[src/rtl/uart_tx_fifo.sv]
// uart_tx_fifo: UART transmitter fed by a small valid/ready FIFO.
// Frame = start bit, DATA_BITS data bits (LSB first), optional parity bit,
// STOP_BITS stop bits. Each bit lasts CLOCKS_PER_BIT clock cycles. While the
// FIFO holds data, frames are sent back-to-back with no idle cycle between.
//
// Handshake: a word is taken into the FIFO at a rising edge where
// in_valid && in_ready. in_ready is simply !full; a pop in the same cycle
// does not make room (no push-through). A producer that sees in_ready low
// must keep in_valid and in_data steady until the transfer happens.
module uart_tx_fifo #(
  parameter int CLOCKS_PER_BIT = 8,
  parameter int DATA_BITS      = 8,
  parameter int PARITY         = 0,
  parameter int STOP_BITS      = 1,
  parameter int FIFO_DEPTH     = 4
) (
  input  logic                          clock,
  input  logic                          reset_n,
  input  logic [DATA_BITS-1:0]          in_data,
  input  logic                          in_valid,
  output logic                          in_ready,
  output logic [$clog2(FIFO_DEPTH):0]   fifo_count,
  output logic                          ser_tx,
  output logic                          busy,
  output logic [2:0]                    state_dbg
);

  localparam int AW = $clog2(FIFO_DEPTH);
  localparam int CW = AW + 1;
  // Bit timer width; a one-cycle bit period still needs a 1-bit counter.
  localparam int TW = (CLOCKS_PER_BIT > 1) ? $clog2(CLOCKS_PER_BIT) : 1;
  localparam int BW = $clog2(DATA_BITS);

  localparam logic [TW-1:0] TIMER_LOAD = TW'(CLOCKS_PER_BIT - 1);
  localparam logic [BW-1:0] LAST_BIT   = BW'(DATA_BITS - 1);
  // Index of the final stop bit: 0 for one stop bit, 1 for two.
  localparam logic          STOP_LAST  = (STOP_BITS == 2);
  // Odd parity inverts the plain XOR of the data bits.
  localparam logic          PAR_ODD    = (PARITY == 1);

  typedef enum logic [2:0] {
    S_IDLE   = 3'd0,
    S_START  = 3'd1,
    S_DATA   = 3'd2,
    S_PARITY = 3'd3,
    S_STOP   = 3'd4
  } state_t;

  // ---------------------------------------------------------------------
  // FIFO storage and pointers
  // ---------------------------------------------------------------------
  logic [DATA_BITS-1:0] mem [FIFO_DEPTH];
  logic [AW-1:0]        wr_ptr_q;
  logic [AW-1:0]        rd_ptr_q;
  logic [CW-1:0]        count_q;
  logic                 full;
  logic                 empty;
  logic                 push;
  logic                 pop;
  logic [DATA_BITS-1:0] head;

  assign full     = (count_q == CW'(FIFO_DEPTH));
  assign empty    = (count_q == '0);
  assign in_ready = !full;
  assign push     = in_valid && !full;
  assign head     = mem[rd_ptr_q];

  // Storage array: written at the tail on an accepted push, no reset needed.
  always_ff @(posedge clock) begin
    if (push) begin
      mem[wr_ptr_q] <= in_data;
    end
  end

  // Pointer and occupancy bookkeeping; pointers wrap at the power-of-two depth.
  always_ff @(posedge clock or negedge reset_n) begin
    if (!reset_n) begin
      wr_ptr_q <= '0;
      rd_ptr_q <= '0;
      count_q  <= '0;
    end else begin
      if (push) begin
        wr_ptr_q <= wr_ptr_q + AW'(1);
      end
      if (pop) begin
        rd_ptr_q <= rd_ptr_q + AW'(1);
      end
      case ({push, pop})
        2'b10:   count_q <= count_q + CW'(1);
        2'b01:   count_q <= count_q - CW'(1);
        default: count_q <= count_q;
      endcase
    end
  end

  assign fifo_count = count_q;

  // ---------------------------------------------------------------------
  // Transmit FSM
  // ---------------------------------------------------------------------
  state_t               state_q,    state_d;
  logic [TW-1:0]        timer_q,    timer_d;
  logic [BW-1:0]        bit_idx_q,  bit_idx_d;
  logic                 stop_idx_q, stop_idx_d;
  logic [DATA_BITS-1:0] shift_q,    shift_d;
  logic                 parity_q,   parity_d;
  logic                 ser_tx_q,   ser_tx_d;
  logic                 bit_done;

  assign bit_done = (timer_q == '0);

  // State and datapath registers; reset drops any frame and idles the line high.
  always_ff @(posedge clock or negedge reset_n) begin
    if (!reset_n) begin
      state_q    <= S_IDLE;
      timer_q    <= '0;
      bit_idx_q  <= '0;
      stop_idx_q <= 1'b0;
      shift_q    <= '0;
      parity_q   <= 1'b0;
      ser_tx_q   <= 1'b1;
    end else begin
      state_q    <= state_d;
      timer_q    <= timer_d;
      bit_idx_q  <= bit_idx_d;
      stop_idx_q <= stop_idx_d;
      shift_q    <= shift_d;
      parity_q   <= parity_d;
      ser_tx_q   <= ser_tx_d;
    end
  end

  // Next-state logic; ser_tx_d is the line level for the cycle after the edge,
  // so the pin comes straight from a flop.
  always_comb begin
    state_d    = state_q;
    timer_d    = timer_q;
    bit_idx_d  = bit_idx_q;
    stop_idx_d = stop_idx_q;
    shift_d    = shift_q;
    parity_d   = parity_q;
    ser_tx_d   = ser_tx_q;
    pop        = 1'b0;

    case (state_q)
      S_IDLE: begin
        ser_tx_d = 1'b1;
        if (!empty) begin
          pop = 1'b1;
        end
      end

      S_START: begin
        if (bit_done) begin
          state_d   = S_DATA;
          timer_d   = TIMER_LOAD;
          bit_idx_d = '0;
          ser_tx_d  = shift_q[0];
        end else begin
          timer_d = timer_q - TW'(1);
        end
      end

      S_DATA: begin
        if (bit_done) begin
          timer_d = TIMER_LOAD;
          if (bit_idx_q == LAST_BIT) begin
            if (PARITY != 0) begin
              state_d  = S_PARITY;
              ser_tx_d = parity_q;
            end else begin
              state_d    = S_STOP;
              stop_idx_d = 1'b0;
              ser_tx_d   = 1'b1;
            end
          end else begin
            bit_idx_d = bit_idx_q + BW'(1);
            shift_d   = shift_q >> 1;
            ser_tx_d  = shift_q[1];
          end
        end else begin
          timer_d = timer_q - TW'(1);
        end
      end

      S_PARITY: begin
        if (bit_done) begin
          state_d    = S_STOP;
          timer_d    = TIMER_LOAD;
          stop_idx_d = 1'b0;
          ser_tx_d   = 1'b1;
        end else begin
          timer_d = timer_q - TW'(1);
        end
      end

      S_STOP: begin
        if (bit_done) begin
          if (stop_idx_q == STOP_LAST) begin
            if (!empty) begin
              pop = 1'b1;
            end else begin
              state_d  = S_IDLE;
              ser_tx_d = 1'b1;
            end
          end else begin
            stop_idx_d = 1'b1;
            timer_d    = TIMER_LOAD;
          end
        end else begin
          timer_d = timer_q - TW'(1);
        end
      end

      default: begin
        state_d  = S_IDLE;
        ser_tx_d = 1'b1;
      end
    endcase

    // A pop always starts a new frame: latch the head word and its parity.
    if (pop) begin
      state_d  = S_START;
      timer_d  = TIMER_LOAD;
      shift_d  = head;
      parity_d = (^head) ^ PAR_ODD;
      ser_tx_d = 1'b0;
    end
  end

  assign ser_tx    = ser_tx_q;
  assign busy      = (state_q != S_IDLE) || !empty;
  assign state_dbg = state_q;

endmodule

[config.mk]
export PLATFORM = sky130hd
export DESIGN_NAME = uart_tx_fifo
export DESIGN_NICKNAME = d
export VERILOG_FILES = /design/src/rtl/uart_tx_fifo.sv
export SDC_FILE = /design/constraint.sdc
export NUM_CORES = 1
export LEC_CHECK = 0
export ABC_AREA = 0
export BUFFER_PORTS_ARGS = -buffer_cell sky130_fd_sc_hd__buf_2
export CAP_MARGIN = 40
export CORE_ASPECT_RATIO = 1.5
export CORE_MARGIN = 3
export CORE_UTILIZATION = 56
export CTS_BUF_LIST = sky130_fd_sc_hd__clkbuf_2 sky130_fd_sc_hd__clkbuf_4 sky130_fd_sc_hd__clkbuf_8
export DETAILED_ROUTE_END_ITERATION = 10
export PLACE_DENSITY = 0.87
export SLEW_MARGIN = 0
export SYNTH_ARGS = -nofsm -noshare
export SYNTH_HDL_FRONTEND = slang
export SYNTH_SLANG_ARGS = --single-unit
[constraint.sdc]
create_clock -name clock -period 2.7 [get_ports clock]
set_input_delay 0.54 -clock clock [delete_from_list [all_inputs] [get_ports clock]]
set_output_delay 0.54 -clock clock [all_outputs]
set_load 0.005 [all_outputs]
After elaboration in Yosys (flattened, before gate mapping) --
Memory sizes are Yosys's and may differ from the RTL's. Cells that the tools add are included.
Word-level totals: bits in registers 26, bits in writable memories 32, input bits 11, output and inout port bits 9, logic and storage cells 105, memories 1
Cells by class: $add $sub $neg 6, eq/ne operators 24, multiplexer cells 44, reductions and logical operators 21
Memories:
- mem | depth 4, width 8, read ports 1, clocked after Yosys merged registers in 0, wr ports 1, RTL line 52 | logic [DATA_BITS-1:0] mem [FIFO_DEPTH];
Operator list (count):
- 3-bit two-way mux | 15
- 8-bit two-way mux | 4
- 3-bit inequality test, second input constant | 7
- 1-bit two-way mux | 18
- 3-bit case mux with 2 select lines | 3
- 2-bit inequality test, second input constant | 8
- 3-bit case mux with 5 select lines | 1
- 3-bit == test, second input constant | 3
- 3-bit zero test | 3
- 3-bit nonzero test | 3
- 8-bit AND reduction | 1
- 2-bit nonzero test | 4
- 3-bit by 1-bit adder with 3-bit output, second input constant | 2
- 3-bit by 2-bit == test with 1-bit output, second input constant | 2
- 6-bit AND reduction | 1
- 3-bit by 1-bit subtractor with 3-bit output, second input constant | 2
- 5-bit AND reduction | 1
- 2-bit by 1-bit adder with 2-bit output, second input constant | 2
- 4-bit inequality test, second input constant | 1
- 1-bit case mux with 4 select lines | 1
- 4-bit AND reduction | 1
- 3-bit by 1-bit == test with 1-bit output, second input constant | 1
- 1-bit case mux with 3 select lines | 1
- 3-bit AND reduction | 1
- 8 further kinds | 9

Longest topological paths before layout --
depth in word-level cells 7, depth in mapped cells 12, depth with buffers taken out 10

Worst setup path after synthesis --
No wires, ideal clock.
kind reg-to-reg, start point register timer_q[0], end point register count_q[2], in the netlist fifo_count[2], setup time 0.079 ns, data arrival time 2.546 ns, data required time 2.621 ns, setup slack 0.075 ns, cell stages (with the launch flop) 13, path buffers 2, cells stage by stage dfrtp_1 -> inv_1 -> ha_1 -> nand2b_1 -> clkbuf_1 -> a211oi_4 -> buf_4 -> ha_1 -> inv_1 -> fa_1 -> xor2_1 -> nor2_1 -> xor2_1
On the way: cells in the longest elaborated chain, start to end 5, elaborated cells on any way between the ends 7
RTL lines:
- start, declared | RTL line 102 | logic [TW-1:0] timer_q, timer_d;
- start signal, assigned | RTL line 124 | timer_q <= timer_d;
- 3-bit zero test * | RTL line 110 | assign bit_done = (timer_q == '0);
- 1-bit two-way mux * | RTL line 198 | if (bit_done) begin
- 1-bit case mux with 2 select lines * | RTL line 145 | case (state_q)
- via pop | RTL line 59 | logic pop;
- 2-bit by 1-bit == test with 1-bit output or 2-bit == test (tied branches) | RTL line 88 | case ({push, pop})
- 3-bit case mux with 2 select lines or 2-bit nonzero test (tied branches)
- end signal, assigned | RTL line 89 | 2'b10: count_q <= count_q + CW'(1);
- end signal, assigned | RTL line 90 | 2'b01: count_q <= count_q - CW'(1);
- end signal, assigned | RTL line 91 | default: count_q <= count_q;
- end, declared | RTL line 55 | logic [CW-1:0] count_q;
The timed path passes the listed nets; every way through them passes the cells marked *. A chain may end at the register's enable or synchronous reset.

Worst setup path in the final report --
start point register timer_q[0], end point register count_q[2], in the netlist fifo_count[2]
On the way: cells in the longest elaborated chain, start to end 5, elaborated cells on any way between the ends 7
RTL lines (RTL line):
- 3-bit zero test * | 110
- 1-bit two-way mux * | 198
- 1-bit case mux with 2 select lines * | 145
- 2-bit by 1-bit == test with 1-bit output or 2-bit == test (tied branches) | 88
- 3-bit case mux with 2 select lines or 2-bit nonzero test (tied branches)
Mark *: on every way between the ends. The rest lies on a longest branch, timed or not.

==> run summary <==
The floorplan step defined a die boundary enclosing 5400 um2. The total of max-cap violations is 0, and the total DRC errors in the routed layout is 0. The total power divided by cell area was 1160 nW/um2; the simple-gate area share of the yosys netlist was 8.07%. The portion of synthesized area spent on multiplexers is 9.94%. In this run the remaining antenna-violating nets after routing total 0. The post-placement cell count was 243. Maximum clock path buffer count: 2. Across the routed clock network, the largest skew measured is 0.00698 ns. For the finished layout, the period the worst path requires is 2.26 ns. The combined area of all synthesized cells is 2540 um2, and the global routing usage on met3 is 7.30%. Data on the critical path arrives at its endpoint at 2.53 ns.

For the final instance count without filler cells, the log shows 259. The internal power was 2.31 mW; the number of placement rows was 29. The largest driver fanout on the critical path came out at 5. The worst pin sits at a relative slew slack of 62.4%.

In this run the static leakage power is 1.18 nW. Net switching is 32.2% of the power. The mean number of vias per cell is 5.96, and the pin count of the biggest net entering global routing is 26.

Of the synthesized area, sequential elements account for 62.5%. After clock tree synthesis, the repair step resized 0 gates. The met2 routing resource usage after global routing was 31.5%.

The flow ran to the end, and the final reports show no timing, DRC or antenna violations. The worst min-delay path category is in -> async. Sorting the synthesized cells by area gives the leading types as sky130_fd_sc_hd__edfxtp_1 (38%), sky130_fd_sc_hd__dfrtp_1 (24%), sky130_fd_sc_hd__mux4_2 (7.1%), sky130_fd_sc_hd__ha_1 (4.4%), sky130_fd_sc_hd__o21ai_0 (2.4%). The final layout net count was 229; the die span in y was 88.5 um. The clock slew seen by the registers of the worst setup and hold paths works out to 0.07 ns.

The run gives 0.44 ns as the reg-to-reg setup timing slack. The die span in x was 61.0 um. By area, the combinational part of the netlist is dominated by multiplexers.

The first global-routing pass estimated 7.56 mm of wire. From synthesis to final layout, the design area changed by 15.5%. The met1 demand-to-capacity share in global routing is 23.5%, and the total clock buffers created by CTS is 9. The run gives 0 as the count of endpoints failing setup in the final report. The most utilized layer in the global route result is met2. The final period utilization was 83.6%. For the pin with the worst max-slew slack, the measured transition is 0.564 ns. The tools report the I/O pin count as 20.

For this configuration, the core starts out at a cell density of 58.9%. The area share of xor/xnor cells in the synthesized design is 2.07%, and the net switching power figure is 1.10 mW. For the count of endpoints failing hold in the final timing report, the log shows 0. Per report_power, the sequential group accounts for 41.8% of the total.

0 antenna diodes ended up in the layout. For the core area, the log shows 4320 um2. Setup repair after global routing left no endpoint under its margin.

Critical path capture point type: a register. Yosys printed 0 warnings. In this run the critical register-to-register path is captured at fifo_count[2]. Beginning of the worst register-to-register path: timer_q[0]. The count of state elements after synthesis is 57, and the H-tree level count is 3. The run gives 0 as the number of antenna violations at the first check in global routing. Final weighted congestion in routability-driven placement: 0.832.

The synthesized-area fraction occupied by ao, oa, aoi and oai cells was 9.01%. The half-perimeter wire length after detailed placement is 2.90 mm, and the wire length per cell is 17.0 um. The endpoint required time on the critical path is 2.97 ns, and the fraction of power consumed by the clock network is 28.9%. The run gives 20.1% as the global router's overall resource usage.

The tools report the via count of the first global-routing pass as 1630. Dominant cell type by area after synthesis: sky130_fd_sc_hd__edfxtp_1. After routing, the total negative slack on setup checks comes to 0 ns.

Before antenna repair, the detailed router went through 4 iterations. Synthesis produced a netlist with a net count of 202. The final non-filler cell area was 2940 um2. Of the total synthesized cell area, the portion taken by full adders, half adders and majority gates is 5.22%. Yosys mapped the design onto 40 distinct sky130hd cell types. Counting every instance in the synthesized netlist gives 181. The number of vias after detailed routing is 1544. Summed over its instances, the top area cell type makes up 37.8% of the synthesized netlist area. Startpoint type of the worst setup path: a register.

Count of input and output buffers: 19. The critical path is of the reg -> reg type. The first routing iteration left 68 violations. The post-CTS setup-driven buffer insertion count was 0. Cells with a size suffix above 1 make up 24.9% of the layout. The tools report the number of slew-limit violations in the final report as 0. The run gives 29.4% as the combinational share of power. Timing would allow up to 0.443 GHz. Across the VDD grid, the largest voltage drop is 0.000769 V. Clock latency on the worst-skew pair, taken at its later pin, is 0.34 ns. On the final layout, the worst hold slack is 0.179 ns. The mean post-synth cell area is 14.0 um2. The logs give 57 for the total clock sinks and 0 for the total congestion overflow. The root buffer cell chosen for the clock tree is sky130_fd_sc_hd__clkbuf_8. In this run, post-CTS hold repair placed 0 buffers. The total wire length is 4.40 mm.

The worst register-to-register path has a depth of 10. TritonCTS built the clock tree. Post-placement cell area: 2690 um2.
sequential cells by signal, summed over array words and instances (netlist names):
register and count:
fifo_count 3, bit_idx_q 3, timer_q 3, state_dbg 3, mem 32, wr_ptr_q 2
ser_tx 1, rd_ptr_q 2, shift_q 8
worst max path at each step:
stage | cells after the start | slack [ns] | from | end
final | 10 | 0.44 | timer_q[0] | fifo_count[2]
after global routing | 10 | 0.30 | timer_q[0] | fifo_count[2]
after CTS | 10 | 0.45 | timer_q[0] | fifo_count[2]
after detailed placement | 10 | 0.47 | timer_q[0] | fifo_count[2]
after global placement | 10 | 0.55 | timer_q[0] | fifo_count[2]
after floorplan | 12 | 0.07 | timer_q[0] | fifo_count[2]
through the flow:
step / power (mW) / worst slack (ns) / utilization [%]
3_3_place_gp: 2.37 / 0.549 / 62.2
4_1_cts: 3.45 / 0.454 / 68.0
3_5_place_dp: 2.43 / 0.466 / 62.2
5_1_grt: 3.65 / 0.296 / 68.0
6_report: 3.41 / 0.443 / 68.0
2_1_floorplan: 2.15 / 0.0746 / -
power by group through the flow:
| stage | registers, mW | clock network, mW | logic (mW) |
|---|---|---|---|
| floorplan | 1.33 | 0 | 0.827 |
| global placement | 1.42 | 0 | 0.946 |
| detailed placement | 1.44 | 0 | 0.994 |
| CTS | 1.43 | 1.00 | 1.02 |
| global route | 1.47 | 1.04 | 1.14 |
| finish | 1.43 | 0.986 | 1.00 |
synth_stat cells, drive strengths merged:
cell,count
dfstp,1
and3,4
nor3,2
inv,10
mux4,8
clkbuf,2
mux2,2
o31ai,1
a221o,1
a21o,2
nand2,11
a21oi,5
a211oi,1
mux2i,5
or3,2
o21ai,16
o32ai,1
a32o,1
nor2,6
nand2b,3
fa,1
nand3,6
nor4,1
a22oi,3
edfxtp,32
or2,1
and2,1
dfrtp,24
a22o,2
xnor2,3
ha,9
nor2b,2
nor3b,1
a31oi,2
xor2,3
buf,6
critical path, cell delays in order, from the launching register on:
cell,delay (ns)
sky130_fd_sc_hd__dfrtp_1,0.41
sky130_fd_sc_hd__inv_1,0.10
sky130_fd_sc_hd__ha_1,0.21
sky130_fd_sc_hd__nand2b_1,0.13
sky130_fd_sc_hd__a211oi_4,0.28
sky130_fd_sc_hd__ha_1,0.22
sky130_fd_sc_hd__inv_1,0.06
sky130_fd_sc_hd__fa_1,0.37
sky130_fd_sc_hd__xor2_1,0.15
sky130_fd_sc_hd__nor2_1,0.11
sky130_fd_sc_hd__xor2_1,0.15
routing by layer:
| metal | share of wire (%) | vias to the layer above |
|---|---|---|
| met2 | 54 | 37 |
| met3 | 4.7 | 11 |
| met4 | 2.9 | 0 |
| met1 | 39 | 771 |
| li1 | - | 725 |
| met5 | 0 | - |
area by class of cell:
type	instances	area, um2
flip-flops and latches	57	1590
fillers	272	1380
multi-input cells	106	872
repair buffers	24	133
clock inverters	7	125
clock buffers	9	124
well taps	46	57.6
inverters	10	37.5
kinds of logic (layout without fill, tap and decap cells):
group / count (synthesis) / count (layout)
DFF: 57 / 57
and+or+nand+nor: 40 / 40
buffers and inverters: 18 / 50
muxes: 15 / 15
xor gates and xnor gates: 6 / 6
AOI/OAI and AO/OA: 35 / 35
adders and majority gates: 10 / 10
cell usage in the layout, fill, tap and decap left out, types with 4 or more instances in the layout:
cell type and instances:
sky130_fd_sc_hd__a21oi_1 5, sky130_fd_sc_hd__and3_1 4, sky130_fd_sc_hd__buf_2 19, sky130_fd_sc_hd__buf_4 5
sky130_fd_sc_hd__clkbuf_8 9, sky130_fd_sc_hd__dfrtp_1 24, sky130_fd_sc_hd__edfxtp_1 32, sky130_fd_sc_hd__ha_1 9
sky130_fd_sc_hd__inv_1 10, sky130_fd_sc_hd__mux2i_1 5, sky130_fd_sc_hd__mux4_2 8, sky130_fd_sc_hd__nand2_1 11
sky130_fd_sc_hd__nand3_1 6, sky130_fd_sc_hd__nor2_1 6, sky130_fd_sc_hd__o21ai_0 12, sky130_fd_sc_hd__o21ai_1 4
Power figures use the tool's default switching activity.
